File: src/rtl/axis_frame_len_adjust_pkg.sv
`default_nettype none
// ============================================================================
// Module      : axis_frame_len_adjust_pkg
// Description : Shared types for the AXI-Stream frame length adjuster.
//               - fla_state_t : adjuster state encoding (PASS / PAD / DROP)
//               - fla_beat_t  : one output beat (data, last, user)
// Config      : none in this file (see axis_frame_len_adjust for
//               AXIS_FRAME_LEN_TRUNC_TUSER_EN)
// Revision    : 1.0 - initial release
// ============================================================================
package axis_frame_len_adjust_pkg;

   typedef enum logic [1:0] {
      ST_PASS = 2'd0,
      ST_PAD  = 2'd1,
      ST_DROP = 2'd2
   } fla_state_t;

   typedef struct packed {
      logic [7:0] data;
      logic       last;
      logic       user;
   } fla_beat_t;

endpackage : axis_frame_len_adjust_pkg
`default_nettype wire

File: src/rtl/axis_frame_len_outreg.sv
`default_nettype none
// ============================================================================
// Module      : axis_frame_len_outreg
// Description : Single-entry AXI-Stream output holding register.
//               A beat offered on load_beat with load_valid is captured when
//               load_ready is high; the held beat stays stable until the
//               downstream accepts it.
// Ports       : clk, async_rst          - clock, async active-high reset
//               load_valid/load_beat    - beat to place in the register
//               load_ready              - register can take a beat this cycle
//               m_tdata/tvalid/tlast/tuser, m_tready - downstream stream
// Revision    : 1.0 - initial release
// ============================================================================
module axis_frame_len_outreg
   import axis_frame_len_adjust_pkg::*;
(
   input  logic       clk,
   input  logic       async_rst,
   input  logic       load_valid,
   input  fla_beat_t  load_beat,
   output logic       load_ready,
   output logic [7:0] m_tdata,
   output logic       m_tvalid,
   output logic       m_tlast,
   output logic       m_tuser,
   input  logic       m_tready
);

   logic      tvalid_q, tvalid_d;
   fla_beat_t beat_q, beat_d;

   // Loadable when empty or when the held beat leaves this very cycle.
   assign load_ready = m_tready | ~tvalid_q;

   always_comb begin
      tvalid_d = tvalid_q;
      beat_d   = beat_q;
      if (load_valid && load_ready) begin
         tvalid_d = 1'b1;
         beat_d   = load_beat;
      end else if (m_tready) begin
         tvalid_d = 1'b0;
      end
   end

   always_ff @(posedge clk or posedge async_rst) begin
      if (async_rst) begin
         tvalid_q <= 1'b0;
         beat_q   <= '0;
      end else begin
         tvalid_q <= tvalid_d;
         beat_q   <= beat_d;
      end
   end

   assign m_tvalid = tvalid_q;
   assign m_tdata  = beat_q.data;
   assign m_tlast  = beat_q.last;
   assign m_tuser  = beat_q.user;

endmodule : axis_frame_len_outreg
`default_nettype wire

File: src/rtl/axis_frame_len_adjust.sv
`default_nettype none
// ============================================================================
// Module      : axis_frame_len_adjust
// Description : Forces AXI-Stream frames into [MIN_LEN, MAX_LEN] beats.
//               Short frames are padded with PAD_BYTE beats, long frames are
//               cut at MAX_LEN (tlast forced) and their remainder discarded.
// Ports       : clk, async_rst                  - clock, async active-high reset
//               input_axis_*                    - upstream stream
//               output_axis_*                   - adjusted stream (registered)
//               status_padded/status_truncated  - one pulse per adjusted frame
// Config      : `define AXIS_FRAME_LEN_TRUNC_TUSER_EN to force tuser=1 on the
//               last beat of a truncated frame; otherwise that beat keeps the
//               input tuser.
// Revision    : 1.0 - initial release
// ============================================================================
module axis_frame_len_adjust
   import axis_frame_len_adjust_pkg::*;
#(
   parameter int         MIN_LEN   = 4,
   parameter int         MAX_LEN   = 16,
   parameter int         LEN_WIDTH = 16,
   parameter logic [7:0] PAD_BYTE  = 8'h00
) (
   input  logic       clk,
   input  logic       async_rst,
   input  logic [7:0] input_axis_tdata,
   input  logic       input_axis_tvalid,
   input  logic       input_axis_tlast,
   input  logic       input_axis_tuser,
   output logic       input_axis_tready,
   output logic [7:0] output_axis_tdata,
   output logic       output_axis_tvalid,
   output logic       output_axis_tlast,
   output logic       output_axis_tuser,
   input  logic       output_axis_tready,
   output logic       status_padded,
   output logic       status_truncated
);

   localparam logic [LEN_WIDTH-1:0] C_MIN_LEN = LEN_WIDTH'(MIN_LEN);
   localparam logic [LEN_WIDTH-1:0] C_MAX_LEN = LEN_WIDTH'(MAX_LEN);

   fla_state_t           state_q, state_d;
   logic [LEN_WIDTH-1:0] cnt_q, cnt_d;
   logic                 user_cap_q, user_cap_d;
   logic                 padded_q, padded_d;
   logic                 trunc_q, trunc_d;
   logic                 rdy_en_q, rdy_en_d;

   logic                 w_load_ready;
   logic                 w_load_valid;
   fla_beat_t            w_load_beat;
   logic                 w_in_ready;
   logic                 w_in_fire;
   logic [LEN_WIDTH-1:0] w_cnt_inc;
   logic                 w_trunc_user;

`ifdef AXIS_FRAME_LEN_TRUNC_TUSER_EN
   assign w_trunc_user = 1'b1;
`else
   assign w_trunc_user = input_axis_tuser;
`endif

   // rdy_en_q holds tready low while reset is applied and for the first
   // cycle after release, so upstream never sees a combinational ready
   // derived from an empty register during reset.
   always_comb begin
      w_in_ready = 1'b0;
      case (state_q)
         ST_PASS: w_in_ready = rdy_en_q & w_load_ready;
         ST_DROP: w_in_ready = rdy_en_q;
         default: w_in_ready = 1'b0;
      endcase
   end

   assign input_axis_tready = w_in_ready;
   assign w_in_fire         = input_axis_tvalid & w_in_ready;
   assign w_cnt_inc         = cnt_q + 1'b1;

   always_comb begin
      state_d      = state_q;
      cnt_d        = cnt_q;
      user_cap_d   = user_cap_q;
      padded_d     = 1'b0;
      trunc_d      = 1'b0;
      rdy_en_d     = 1'b1;
      w_load_valid = 1'b0;
      w_load_beat  = '{data: input_axis_tdata,
                        last: input_axis_tlast,
                        user: input_axis_tuser};

      case (state_q)
         ST_PASS: begin
            if (w_in_fire) begin
               w_load_valid = 1'b1;
               if (input_axis_tlast && (w_cnt_inc < C_MIN_LEN)) begin
                  // Short frame: tlast and tuser move to the final pad beat.
                  w_load_beat.last = 1'b0;
                  w_load_beat.user = 1'b0;
                  user_cap_d       = input_axis_tuser;
                  cnt_d            = w_cnt_inc;
                  state_d          = ST_PAD;
               end else if (!input_axis_tlast && (w_cnt_inc == C_MAX_LEN)) begin
                  w_load_beat.last = 1'b1;
                  w_load_beat.user = w_trunc_user;
                  trunc_d          = 1'b1;
                  cnt_d            = '0;
                  state_d          = ST_DROP;
               end else if (input_axis_tlast) begin
                  cnt_d = '0;
               end else begin
                  cnt_d = w_cnt_inc;
               end
            end
         end

         ST_PAD: begin
            if (w_load_ready) begin
               w_load_valid = 1'b1;
               w_load_beat  = '{data: PAD_BYTE, last: 1'b0, user: 1'b0};
               if (w_cnt_inc == C_MIN_LEN) begin
                  w_load_beat.last = 1'b1;
                  w_load_beat.user = user_cap_q;
                  padded_d         = 1'b1;
                  cnt_d            = '0;
                  state_d          = ST_PASS;
               end else begin
                  cnt_d = w_cnt_inc;
               end
            end
         end

         ST_DROP: begin
            // Remainder of an over-long frame is consumed and discarded.
            if (w_in_fire && input_axis_tlast) begin
               cnt_d   = '0;
               state_d = ST_PASS;
            end
         end

         default: begin
            cnt_d   = '0;
            state_d = ST_PASS;
         end
      endcase
   end

   always_ff @(posedge clk or posedge async_rst) begin
      if (async_rst) begin
         state_q    <= ST_PASS;
         cnt_q      <= '0;
         user_cap_q <= 1'b0;
         padded_q   <= 1'b0;
         trunc_q    <= 1'b0;
         rdy_en_q   <= 1'b0;
      end else begin
         state_q    <= state_d;
         cnt_q      <= cnt_d;
         user_cap_q <= user_cap_d;
         padded_q   <= padded_d;
         trunc_q    <= trunc_d;
         rdy_en_q   <= rdy_en_d;
      end
   end

   assign status_padded    = padded_q;
   assign status_truncated = trunc_q;

   axis_frame_len_outreg u_outreg (
      .clk        (clk),
      .async_rst  (async_rst),
      .load_valid (w_load_valid),
      .load_beat  (w_load_beat),
      .load_ready (w_load_ready),
      .m_tdata    (output_axis_tdata),
      .m_tvalid   (output_axis_tvalid),
      .m_tlast    (output_axis_tlast),
      .m_tuser    (output_axis_tuser),
      .m_tready   (output_axis_tready)
   );

endmodule : axis_frame_len_adjust
`default_nettype wire
File: config.mk
export PLATFORM = sky130hd
export DESIGN_NAME = axis_frame_len_adjust
export DESIGN_NICKNAME = d
export VERILOG_FILES = /design/src/rtl/axis_frame_len_adjust_pkg.sv /design/src/rtl/axis_frame_len_outreg.sv /design/src/rtl/axis_frame_len_adjust.sv
export SDC_FILE = /design/constraint.sdc
export NUM_CORES = 1
export LEC_CHECK = 0
export CAP_MARGIN = 20
export CORE_MARGIN = 3
export CORE_UTILIZATION = 55
export DETAILED_ROUTE_END_ITERATION = 7
export GPL_ROUTABILITY_DRIVEN = 0
export PLACE_DENSITY = 0.82
export SLEW_MARGIN = 10
export SYNTH_ARGS = -nofsm -noshare
export SYNTH_HDL_FRONTEND = slang
export SYNTH_SLANG_ARGS = --single-unit
File: constraint.sdc
create_clock -name clk -period 11.1 [get_ports clk]
set_clock_uncertainty 0.15 [all_clocks]
set_input_delay 1.11 -clock clk [delete_from_list [all_inputs] [get_ports clk]]
set_output_delay 1.11 -clock clk [all_outputs]
set_load 0.02 [all_outputs]
==> flow_summary.ini <==
[cts]
cts_buffer_depth = 2
root_buffer = clkbuf_4
clkTransAtPathRegs_ns = 0.10
cts_setup_buffers = 0
cts_resized = 0
cts.sinks = 33
htree_levels = 2
cts_tree = built
cts_made_buffers = 5
clkLatencyLatePin_ns = 0.34
hold_buffers = 0

[placed_design]
hpwlAfterDp_um = 2880
portBuffers = 27
placed_cells = 284
placed_area_um2 = 2220

[critical_path]
cp_max_fo = 17
endpoint_kind = flop
slowest_delay_ns = 0.64
crit_buf_inv = 0
cp.arrival_ns = 4.33
crit_family = simple AND/OR/NAND/NOR gates
worstSetupPathType = flop to flop
path_cells = ha_1 > nand3_2 > or4_4 > mux2_1 > or4b_4 > o31a_1 > o31ai_4 > nor2_2 > mux2_2
crit_slowest_cell = o31ai_4
r2r_cells = 9
required_ns = 11.19
critPathLaunchType = flop
cp.depth = 9

[floorplan]
core_area_um2 = 3390
fp.dieW_um = 65.7
start_util_pct = 57.7
num_rows = 21
dieHeight_um = 65.7
die_area_um2 = 4310
num_io_pins = 28

[outcome]
outcome = completed

[power]
pwr_density_cell_nw_per_um2 = 202
power_mw = 0.466
p_leak_nw = 0.997
ir_drop_mv = 0.145

[layout]
postLayoutCoreUtil_pct = 68.0
layout-area-overhead-vs-synth_pct = 17.8
drive_gt1_share_pct = 8.13
regMostFlops = cnt_q
nets = 261
fin_area_um2 = 2300
final-instance-count-excl-fill = 292
antenna_cells = 0
largest_register_ffs = 16

[logic_synthesis]
synth_top_area_cell = dfrtp_1
syn_nets = 242
synthCells = 226
synth-async-reset-ratio_pct = 100
synth_area_um2 = 1960
synth_flop_cell = dfrtp_1
syn_area_per_cell_um2 = 8.66
ys_seq_elements = 33
synth.area.top_cells = dfrtp_1 42%, nand2_1 7.3%, o21ai_0 5.6%, a22o_1 3.1%, xnor2_1 2.2%
ys_types = 51
synth_warnings = 0
synth_edf_count = 0
yosys.area.top_type_share_pct = 42.2
synth_seq_area_share_pct = 42.2

[timing]
final-hold-violation-count = 0
min_period_over_period_pct = 38.2
tns_ns = 0
relSlewSlack_pct = 52.0
rsz0062_at_grt = no
fmax_ghz = 0.236
slew_viol_final = 0
setup_viol = 0
layout_min_cycle_time_ns = 4.24
tightest_slew_ns = 0.720

[grt]
grt_pass1_vias = 1537
grt.busiest_layer = met2
grt_max_degree = 34
met3_usage_pct = 7.01
use_met2_pct = 34.5
antenna_found_initial = 0
grt_use_met1_pct = 27.2
grt_pass1_wl_um = 7000
track_usage_pct = 21.6
grt.overflow.total = 0

[routing]
dr.pass1.iters = 4
viasPerCell = 5.68
wirelength_um = 4110
post-route-drc-count = 0
drtIter0Drc = 106
num_vias = 1659
ant_nets = 0
drt-wirelength-per-cell_um = 14.1

[hold_path]
hp-class = flop to flop
hold_depth = 2

[job]
maxCapViolCount = 0
cell usage in the layout, fill, tap and decap left out, types with 6 or more instances in the layout:
| master | synthesis | routed |
|---|---|---|
| inv_1 | 11 | 11 |
| nand3_1 | 8 | 8 |
| clkdlybuf4s50_1 | 0 | 27 |
| dfrtp_1 | 33 | 33 |
| a22o_1 | 7 | 7 |
| o21ai_0 | 22 | 22 |
| nand2_1 | 38 | 38 |
| nor3_1 | 8 | 8 |
| a21oi_1 | 6 | 6 |
| nor2_1 | 11 | 11 |
final timing paths:
check	from	endpoint	slack, ns
max in group asynchronous	async_rst	state_q[0]	9.49
min in group asynchronous	async_rst	u_outreg.m_tdata[0]	1.00
setup / recovery	cnt_q[0]	cnt_q[0]	6.86
setup reg to reg	cnt_q[0]	cnt_q[0]	6.86
hold reg to reg	u_outreg.m_tdata[1]	u_outreg.m_tdata[1]	0.33
hold / removal	u_outreg.m_tdata[1]	u_outreg.m_tdata[1]	0.33
where the power goes:
group / switching, mW / internal (mW) / leakage (nW) / total (mW)
combinational: 0.106 / 0.0793 / 0.522 / 0.185
clock: 0.0420 / 0.0538 / 0.0455 / 0.0957
sequential: 0.0338 / 0.151 / 0.429 / 0.184
total: 0.182 / 0.284 / 0.997 / 0.466
metal layers:
metal	up-vias	share of wire, %	wire, um
met4	0	1.8	72
li1	829	-	-
met2	36	49	2010
met3	8	3.8	157
met1	786	46	1880
met5	-	0	0
tightest hold or removal path, stage by stage, from the launching register on:
cell	delay, ns
dfrtp_1	0.35
nand2_1	0.04
o21ai_0	0.06
metrics by stage:
step	setup WS (ns)	hold WS (ns)
after floorplan	7.54	0.320
after global placement	7.00	0.312
after detailed placement	6.91	0.319
after CTS	6.86	0.343
after global routing	6.66	0.375
final	6.86	0.334
cell type report:
class	instances	area [um^2]
timing repair buffer	29	285
sequential	33	826
tap	46	57.6
inverter	11	41.3
multi-input combinational	165	1010
clock buffer	7	55.1
fill	273	1080
clock inverter	1	30.0
logic make-up after synthesis:
| group | synth area share, % |
|---|---|
| multiplexers | 3.26 |
| adder cells (fa/ha/maj) | 1.28 |
| XOR/XNOR | 2.24 |
| flip-flops | 42.2 |
| other | 0.192 |
| buffers and inverters | 6.20 |
| AO/OA/AOI/OAI | 19.6 |
| AND/OR/NAND/NOR | 25.1 |
cells in the mapped netlist, types with 3 or more instances:
master and number:
or3_1 3, mux2i_1 3, nor4_1 5, o21ai_0 22, nand3_1 8, inv_1 11, dfrtp_1 33, nand4_1 5
nor3_1 8, buf_2 5, xnor2_1 5, a21oi_1 6, clkbuf_1 9, nor2b_1 4, nand2_1 38, nor2_1 11
a22o_1 7, and2_1 3
(Power assumes the default switching activity.)
